## src/rtl/mic_pkg.sv

```systemverilog
// Shared widths, types, FSM states and output scaling for the microphone FIR MAC.
package mic_pkg;

    localparam int DATA_W = 24;
    localparam int COEF_W = 16;
    localparam int ACC_W  = 48;

    typedef logic signed [DATA_W-1:0] sample_t;
    typedef logic signed [COEF_W-1:0] coef_t;
    typedef logic signed [ACC_W-1:0]  acc_t;

    typedef enum logic [1:0] {IDLE, MAC, SCALE, OUT} state_t;

    localparam acc_t SAT_MAX = acc_t'(2**(DATA_W-1) - 1);
    localparam acc_t SAT_MIN = acc_t'(-(2**(DATA_W-1)));

    function automatic sample_t sat_shift(acc_t acc, int shift);
        acc_t s;
        s = acc >>> shift;
        if (s > SAT_MAX)
            s = SAT_MAX;
        else if (s < SAT_MIN)
            s = SAT_MIN;
        return sample_t'(s);
    endfunction

endpackage

```

## src/rtl/mic_fir_mac_unit.sv

```systemverilog
// Two-stage signed MAC: registered full-precision product, then accumulate.
// acc_sum folds in the product still in flight so the caller can scale one cycle earlier.
module mic_fir_mac_unit
    import mic_pkg::*;
(
    input  logic                      clk,
    input  logic                      rst,
    input  logic                      clr,
    input  logic                      vld_in,
    input  logic signed [DATA_W:0]    a,
    input  logic signed [COEF_W-1:0]  b,
    output logic signed [ACC_W-1:0]   acc_sum
);

    acc_t prod_p0;
    acc_t acc_p1;
    logic vld_p0;

    // Stage 0: product register
    always_ff @(posedge clk) begin
        prod_p0 <= acc_t'(a) * acc_t'(b);
        if (rst)
            vld_p0 <= 1'b0;
        else
            vld_p0 <= vld_in;
    end

    // Stage 1: accumulator
    always_ff @(posedge clk) begin
        if (clr)
            acc_p1 <= '0;
        else if (vld_p0)
            acc_p1 <= acc_p1 + prod_p0;
    end

    assign acc_sum = vld_p0 ? acc_p1 + prod_p0 : acc_p1;

endmodule

```

## src/rtl/mic_fir_mac.sv

```systemverilog
// Time-multiplexed FIR for the mic path: ring buffer, runtime coefficients, decimation, saturation.
// Define MIC_FIR_SYM_EN for symmetric (linear-phase) mode with ceil(TAPS/2) coefficients.
module mic_fir_mac
    import mic_pkg::*;
#(
    parameter  int TAPS      = 23,
    parameter  int OUT_SHIFT = 15,
    parameter  int DECIM     = 1,
    localparam int PTR_W     = $clog2(TAPS)
) (
    input  logic              clk,
    input  logic              rst,
    input  logic              enable,
    input  logic [DATA_W-1:0] data_in,
    input  logic              data_in_rdy,
    input  logic              coef_we,
    input  logic [PTR_W-1:0]  coef_addr,
    input  logic [COEF_W-1:0] coef_data,
    output logic [DATA_W-1:0] data_out,
    output logic              data_out_rdy,
    output logic              busy,
    output logic              overrun
);

`ifdef MIC_FIR_SYM_EN
    localparam int NMAC = (TAPS + 1) / 2;
`else
    localparam int NMAC = TAPS;
`endif
    localparam logic [PTR_W-1:0] PTR_LAST = PTR_W'(TAPS - 1);
    localparam logic [PTR_W-1:0] K_LAST   = PTR_W'(NMAC - 1);
    localparam int               DEC_W    = (DECIM > 1) ? $clog2(DECIM) : 1;
    localparam logic [DEC_W-1:0] DEC_LAST = DEC_W'(DECIM - 1);

    state_t               state;
    sample_t              sbuf [TAPS];
    coef_t                coef [TAPS];
    logic [PTR_W-1:0]     wr_ptr;
    logic [PTR_W-1:0]     wr_ptr_nxt;
    logic [PTR_W-1:0]     rd_a;
    logic [PTR_W-1:0]     k;
    logic [DEC_W-1:0]     dec_cnt;
    logic                 pend_vld;
    logic [PTR_W-1:0]     pend_addr;
    coef_t                pend_data;
    logic                 coef_ok;
    logic                 accept;
    logic                 drop;
    logic                 start;
    logic signed [DATA_W:0] mac_a;
    acc_t                 acc_sum;
`ifdef MIC_FIR_SYM_EN
    logic [PTR_W-1:0]     rd_b;
`endif

    assign coef_ok    = coef_we && (coef_addr <= K_LAST);
    assign accept     = data_in_rdy && enable && !busy;
    assign drop       = data_in_rdy && enable && busy;
    assign start      = accept && (dec_cnt == DEC_LAST);
    assign wr_ptr_nxt = (wr_ptr == PTR_LAST) ? '0 : wr_ptr + 1'b1;

    // rd_a walks back from the newest sample; in symmetric mode rd_b walks forward from the oldest
    always_comb begin
        mac_a = {sbuf[rd_a][DATA_W-1], sbuf[rd_a]};
`ifdef MIC_FIR_SYM_EN
        if (!((TAPS % 2 == 1) && (k == K_LAST)))
            mac_a = mac_a + {sbuf[rd_b][DATA_W-1], sbuf[rd_b]};
`endif
    end

    mic_fir_mac_unit u_mac (
        .clk     (clk),
        .rst     (rst),
        .clr     (start),
        .vld_in  (state == MAC),
        .a       (mac_a),
        .b       (coef[k]),
        .acc_sum (acc_sum)
    );

    always_ff @(posedge clk) begin
        if (rst) begin
            state        <= IDLE;
            busy         <= 1'b0;
            data_out     <= '0;
            data_out_rdy <= 1'b0;
            overrun      <= 1'b0;
            wr_ptr       <= '0;
            rd_a         <= '0;
            k            <= '0;
            dec_cnt      <= '0;
            pend_vld     <= 1'b0;
            pend_addr    <= '0;
            pend_data    <= '0;
            for (int i = 0; i < TAPS; i++) begin
                sbuf[i] <= '0;
                coef[i] <= '0;
            end
        end else begin
            overrun      <= drop;
            data_out_rdy <= 1'b0;
            if (accept) begin
                sbuf[wr_ptr] <= data_in;
                wr_ptr       <= wr_ptr_nxt;
                dec_cnt      <= (dec_cnt == DEC_LAST) ? '0 : dec_cnt + 1'b1;
            end
            if (coef_ok && (state == MAC || state == SCALE)) begin
                pend_vld  <= 1'b1;
                pend_addr <= coef_addr;
                pend_data <= coef_data;
            end
            case (state)
                IDLE: begin
                    if (coef_ok)
                        coef[coef_addr] <= coef_data;
                    if (start) begin
                        state <= MAC;
                        busy  <= 1'b1;
                        k     <= '0;
                        rd_a  <= wr_ptr;
                    end
                end
                MAC: begin
                    k    <= k + 1'b1;
                    rd_a <= (rd_a == '0) ? PTR_LAST : rd_a - 1'b1;
                    if (k == K_LAST)
                        state <= SCALE;
                end
                SCALE: begin
                    data_out     <= sat_shift(acc_sum, OUT_SHIFT);
                    data_out_rdy <= 1'b1;
                    state        <= OUT;
                end
                OUT: begin
                    // a write arriving now is newer than the pending one, so it lands last
                    if (pend_vld)
                        coef[pend_addr] <= pend_data;
                    if (coef_ok)
                        coef[coef_addr] <= coef_data;
                    pend_vld <= 1'b0;
                    state    <= IDLE;
                    busy     <= 1'b0;
                end
                default: begin
                    state <= IDLE;
                    busy  <= 1'b0;
                end
            endcase
        end
    end

`ifdef MIC_FIR_SYM_EN
    always_ff @(posedge clk) begin
        if (rst)
            rd_b <= '0;
        else if (state == IDLE && start)
            rd_b <= wr_ptr_nxt;
        else if (state == MAC)
            rd_b <= (rd_b == PTR_LAST) ? '0 : rd_b + 1'b1;
    end
`endif

endmodule

```

## config.mk

```make
export PLATFORM = sky130hd
export DESIGN_NAME = mic_fir_mac
export DESIGN_NICKNAME = d
export VERILOG_FILES = /design/src/rtl/mic_pkg.sv /design/src/rtl/mic_fir_mac_unit.sv /design/src/rtl/mic_fir_mac.sv
export SDC_FILE = /design/constraint.sdc
export NUM_CORES = 2
export LEC_CHECK = 0
export ABC_CLOCK_PERIOD_IN_PS = 10100
export CORE_ASPECT_RATIO = 1.25
export CORE_MARGIN = 2
export CORE_UTILIZATION = 54
export CTS_CLUSTER_SIZE = 14
export DETAILED_ROUTE_END_ITERATION = 16
export GPL_ROUTABILITY_DRIVEN = 1
export GPL_TIMING_DRIVEN = 0
export HOLD_SLACK_MARGIN = 0.1
export PLACE_DENSITY = 0.7
export REMOVE_ABC_BUFFERS = 1
export SKIP_CTS_REPAIR_TIMING = 1
export SYNTH_ARGS = -nofsm -noshare
export SYNTH_HDL_FRONTEND = slang
export SYNTH_SLANG_ARGS = --single-unit
```

## constraint.sdc

```tcl
create_clock -name clk -period 10.1 [get_ports clk]
set_clock_uncertainty 0.05 [all_clocks]
set_input_delay 1.01 -clock clk [delete_from_list [all_inputs] [get_ports clk]]
set_output_delay 1.01 -clock clk [all_outputs]
set_load 0.05 [all_outputs]
```

Yosys cells after proc, flatten, opt, wreduce, memory -nomap -nowiden
Memory sizes are Yosys's and may differ from the RTL's. A register that Yosys moved wholly into a read port is not among the register bits.
Cells that the tools add are included.

word-level totals
  bits in registers = 164
  bits in writable memories = 920
  input port bits = 50
  output and inout port bits = 27
  logic and storage cells = 105
  memories kept = 2

cells by class
  add/sub/neg operators = 5
  multiply operators = 1
  order comparisons = 3
  equal/unequal tests = 8
  multiplexer cells = 46
  bitwise operators = 5
  reduce and logical (&&, ||, !) cells = 19

memories
  memory  words  width  rd ports  clocked after memory_dff  wr ports  line               text
  sbuf    23     24     1         1                         23        mic_fir_mac.sv:36  sample_t sbuf [TAPS];
  coef    23     16     1         1                         23        mic_fir_mac.sv:37  coef_t coef [TAPS];

operators by type and width
  cell                                                                     number
  24-bit 2-to-1 mux                                                        3
  5-bit 2-to-1 mux                                                         11
  48-bit adder                                                             1
  16-bit 2-to-1 mux                                                        3
  48-bit 2-to-1 mux                                                        1
  24-bit by 16-bit multiplier with 40-bit output                           1
  33-bit by 24-bit > comparator with 1-bit output (second input constant)  1
  33-bit by 24-bit < comparator with 1-bit output (second input constant)  1
  16-bit OR reduction                                                      2
  24-bit OR reduction                                                      1
  1-bit 2-to-1 mux                                                         22
  5-bit one-hot mux with 2 select lines                                    2
  5-bit by 1-bit adder with 5-bit output (second input constant)           2
  5-bit == test (second input constant)                                    2
  2-bit one-hot mux with 4 select lines                                    1
  1-bit logical AND                                                        6
  2-bit AND reduction                                                      3
  5-bit == test                                                            1
  5-bit <= comparator (second input constant)                              1
  5-bit logical NOT                                                        1
  5-bit by 1-bit subtractor with 5-bit output (second input constant)      1
  2-bit == test (second input constant)                                    2
  2-bit 2-to-1 mux                                                         2
  2-bit inequality test (second input constant)                            2
  11 further kinds                                                         14

Depth between registers and ports, before layout
  depth in word-level cells = 11
  mapped depth = 32
  gate-level depth less buffers = 28

Modules after synthesis
From an unflattened synthesis, not the netlist that was laid out.

unflattened totals
  cells, all modules = 6,858
  area total of the unflattened synthesis = 82,804.4 um2

modules (own cells, without submodules)
  module            times used  cells each  area each (um2)  seq. area each (um2)
  mic_fir_mac       1           4,612       63,015.4         39,958.3
  mic_fir_mac_unit  1           2,246       19,789.0         1,801.7

Worst setup path after synthesis
No wires, ideal clock.

  kind = register -> register
  start = reg (tool-made name)
  end = reg u_mac.prod_p0[46]
  library setup time = 0.114 ns
  data arrival time = 8.655 ns
  required time = 9.936 ns
  setup slack = 1.281 ns
  stages on the path, launching flop included = 30
  path buffers = 4
  period minus slack after synthesis = 8.819 ns
  cells stage by stage = dfxtp_1 clkbuf_1 clkbuf_1 buf_1 clkbuf_1 mux4_2 mux4_2 mux2i_1 nor2_1 fa_1 inv_1 fa_1 inv_1 fa_1 inv_1 fa_1 fa_1 fa_1 inv_1 ha_1 a21o_1 a21o_1 a221o_1 a21oi_1 o21ai_0 o211ai_1 a21oi_1 o31ai_1 mux2i_1 a2111oi_0

RTL lines
  element               line                    text
  end signal, assigned  mic_fir_mac_unit.sv:21  prod_p0 <= acc_t'(a) * acc_t'(b);
  end, declared         mic_fir_mac_unit.sv:15  acc_t prod_p0;

==> impl_metrics.py <==
metrics = {
    "sta": {
        "tightest_slew_ns": 1.49,
        "finalCriticalPeriod_ns": 9.72,
        "fmax_mhz": 103,
        "rsz0062_at_grt": "false",
        "hold_violations": 0,
        "slew_viol_final": 0,
        "holdWs_ns": 0.419,
        "finalSetupViolCount": 0,
        "slew_headroom_pct": 0.530,
        "fin_crit_sh_pct": 96.3,
        "setup_ws_ns": 0.377,
    },
    "global_route": {
        "antenna_found_initial": 4,
        "overflow": 0,
        "grt_use_total_pct": 28.2,
        "grt_max_degree": 57,
        "grt_pass1_vias": 52000,
        "grt_pass1_wl_microns": 321000,
    },
    "worst_hold_path": {
        "holdCritStartpoint": "data_out[2]$_SDFFE_PP0P_",
        "holdPathEnd": "data_out[2]$_SDFFE_PP0P_",
        "hold_path_depth": 2,
        "worstHoldPathType": "reg2reg",
    },
    "die": {
        "io_pins": 77,
        "start_util_pct": 54.4,
        "fp.dieW_microns": 350,
        "dieHeight_microns": 436,
        "core_area_sq_um": 148000,
        "die-area_sq_um": 153000,
        "rows": 158,
    },
    "detailed_routing": {
        "final_antenna_net_count": 1,
        "routed_via_density": 6.21,
        "vias": 50000,
        "wire_per_inst_microns": 26.6,
        "dr.pass1.iters": 5,
        "drc": 0,
        "drt-initial-drc-count": 4910,
        "wl_microns": 214000,
    },
    "cts": {
        "htreeDepth": 4,
        "cts_buffers": 144,
        "clk_pin_slew_ns": 0.06,
        "worstSkewPairLatency_ns": 0.79,
        "cts_sinks": 1445,
        "clockRootBuffer": "clkbuf_16",
        "cts_tree": "built",
        "cts_buffer_depth": 3,
    },
    "cells_and_area": {
        "syn_to_final_growth_pct": 10.2,
        "drive_above_1_share_pct": 15.8,
        "final_nets": 6515,
        "fillers": 11200,
        "regArea_sq_um": 41800,
        "layoutNonFillerInstCount": 8056,
        "utilization_pct": 60.0,
        "multi_input_comb_area_sq_um": 35800,
    },
    "critical_path": {
        "worstPathArrival_ns": 10.30,
        "critPathCaptureType": "register",
        "ff2ff_setup_slack_ns": 0.38,
        "crit_top_cell": "fa_1",
        "r2r_end": "u_mac.prod_p0[46]$_DFF_P_",
        "cp_slowest_stage_delay_ns": 0.64,
        "reg2reg_depth": 28,
        "crit_fanout": 49,
        "crit_slowest_cell": "dfxtp_4",
        "critical_path.top_delay_family": "adder cells",
        "critPathLaunchType": "register",
        "worst-path-buf-inv": 7,
        "worst-setup-path-type": "reg2reg",
        "critPathRequiredTime_ns": 10.67,
    },
    "placement": {
        "place_ws_ns": -0.828,
        "dp_hpwl_microns": 136000,
        "gp_routability_congestion": 0.903,
        "placed_cells": 7772,
        "io_buffers": 76,
    },
    "yosys": {
        "syn_area_per_cell_sq_um": 13.3,
        "yosysUniqueCellTypes": 95,
        "syn_area_sq_um": 80800,
        "yosys_warnings": 0,
        "synth_edf_count": 1280,
        "syn_inst": 6090,
        "ys_seq_area_share_pct": 51.7,
        "synthArstFlopShare_pct": 0,
        "synth-main-ff-cell": "edfxtp_1",
        "synth-seq-cells": 1445,
    },
    "run": {
        "max-cap-violations": 1,
    },
    "status": {
        "violations": "antenna violations, max-capacitance violations",
        "status": "finished, violations left",
    },
}
-- worst reg2reg max path: cells and delay by family, from the launching register on --
family,cells,cell delay (ns)
adder cells (fa/ha/maj),7,3.50
buffers and inverters,7,1.21
AO/OA/AOI/OAI,9,2.48
AND/OR/NAND/NOR,1,0.13
multiplexers,4,1.54
flip-flops,1,0.64
-- registers in the layout, indices dropped and copies added, names as in the netlist, named ones only --
| signal | flops |
|---|---|
| sbuf | 768 |
| coef | 512 |
| u_mac.acc_p1 | 48 |
| u_mac.prod_p0 | 40 |
| data_out | 24 |
| pend_data | 16 |
| k | 5 |
| pend_addr | 5 |
| rd_a | 5 |
| wr_ptr | 5 |
| state | 2 |
| busy | 1 |
| data_out_rdy | 1 |
| overrun | 1 |
| pend_vld | 1 |
| u_mac.vld_p0 | 1 |
-- Yosys cell counts, types with 35 or more instances --
master,number,area share (%)
a21oi_1,133,0.82
a22o_1,368,4.0
and2_1,566,4.4
buf_1,42,0.20
clkbuf_1,401,1.9
dfxtp_1,165,4.1
edfxtp_1,1280,48
fa_1,375,9.3
ha_1,157,2.4
inv_1,489,2.3
mux2_2,78,1.1
mux2i_1,54,0.67
mux4_2,400,11
nand2_1,565,2.6
nor2_1,390,1.8
o21ai_0,51,0.32
or2_2,35,0.27
or3_1,39,0.30
xnor2_1,53,0.57
xor2_1,37,0.40
-- cell type report --
class / count / area share [%]
antenna: 6 / 0.0169
clock buffer: 184 / 4.40
clock inverter: 79 / 0.819
inverter: 494 / 2.08
multi-input combinational: 3688 / 40.2
sequential: 1445 / 46.9
tap: 2000 / 2.81
timing repair buffer: 160 / 2.77
-- how the worst max path moves through the flow --
stage / start / end / slack (ns) / depth (start not counted)
after floorplan: register / u_mac.prod_p0[46]$_DFF_P_ / -5.05 / 26
after global placement: register / u_mac.prod_p0[46]$_DFF_P_ / -11.28 / 24
after detailed placement: register / u_mac.prod_p0[46]$_DFF_P_ / -0.83 / 27
after CTS: register / u_mac.prod_p0[46]$_DFF_P_ / -0.86 / 27
after global routing: register / u_mac.prod_p0[46]$_DFF_P_ / 0.007 / 28
final: register / u_mac.prod_p0[46]$_DFF_P_ / 0.38 / 28
-- metrics by stage --
step	instance area [sq um]	TNS [ns]
final	89000	0
after global placement	82200	-349.51
after global routing	89000	0
after detailed placement	84100	-0.828
after CTS	88800	-0.873
after floorplan	78900	-148.06
-- kinds of logic (layout without fill, tap and decap cells) --
logic type	Yosys count	in the layout	share of synthesized area (%)
AO/OA/AOI/OAI	752	752	7.18
XOR/XNOR	90	90	0.976
adder cells (fa/ha/maj)	532	532	11.7
buffers and inverters	957	917	4.60
flip-flops	1445	1445	51.7
multiplexers	542	542	13.0
other	0	6	0
AND/OR/NAND/NOR	1772	1772	10.8
-- layout by cell type, fill, tap and decap left out, types with 53 or more instances in the layout --
cell type | synthesis | routed
a21oi_1 | 133 | 133
a22o_1 | 368 | 368
and2_1 | 566 | 566
clkbuf_16 | 0 | 149
clkdlybuf4s50_1 | 0 | 61
dfxtp_1 | 165 | 141
edfxtp_1 | 1280 | 1280
fa_1 | 375 | 375
ha_1 | 157 | 157
inv_1 | 489 | 488
mux2_2 | 78 | 78
mux4_2 | 400 | 400
nand2_1 | 565 | 565
nor2_1 | 390 | 332
xnor2_1 | 53 | 53
-- per-layer routing --
| layer | track usage, % | wire length [microns] |
|---|---|---|
| met1 | 34.8 | 77500 |
| met3 | 5.08 | 17200 |
| met5 | 0 | 50 |
| met4 | 13.0 | 10800 |
| met2 | 48.3 | 109000 |
Power is left out: the tool's default activity adds up to more than one toggle a clock period on the data nets, which glitch-free logic cannot reach.
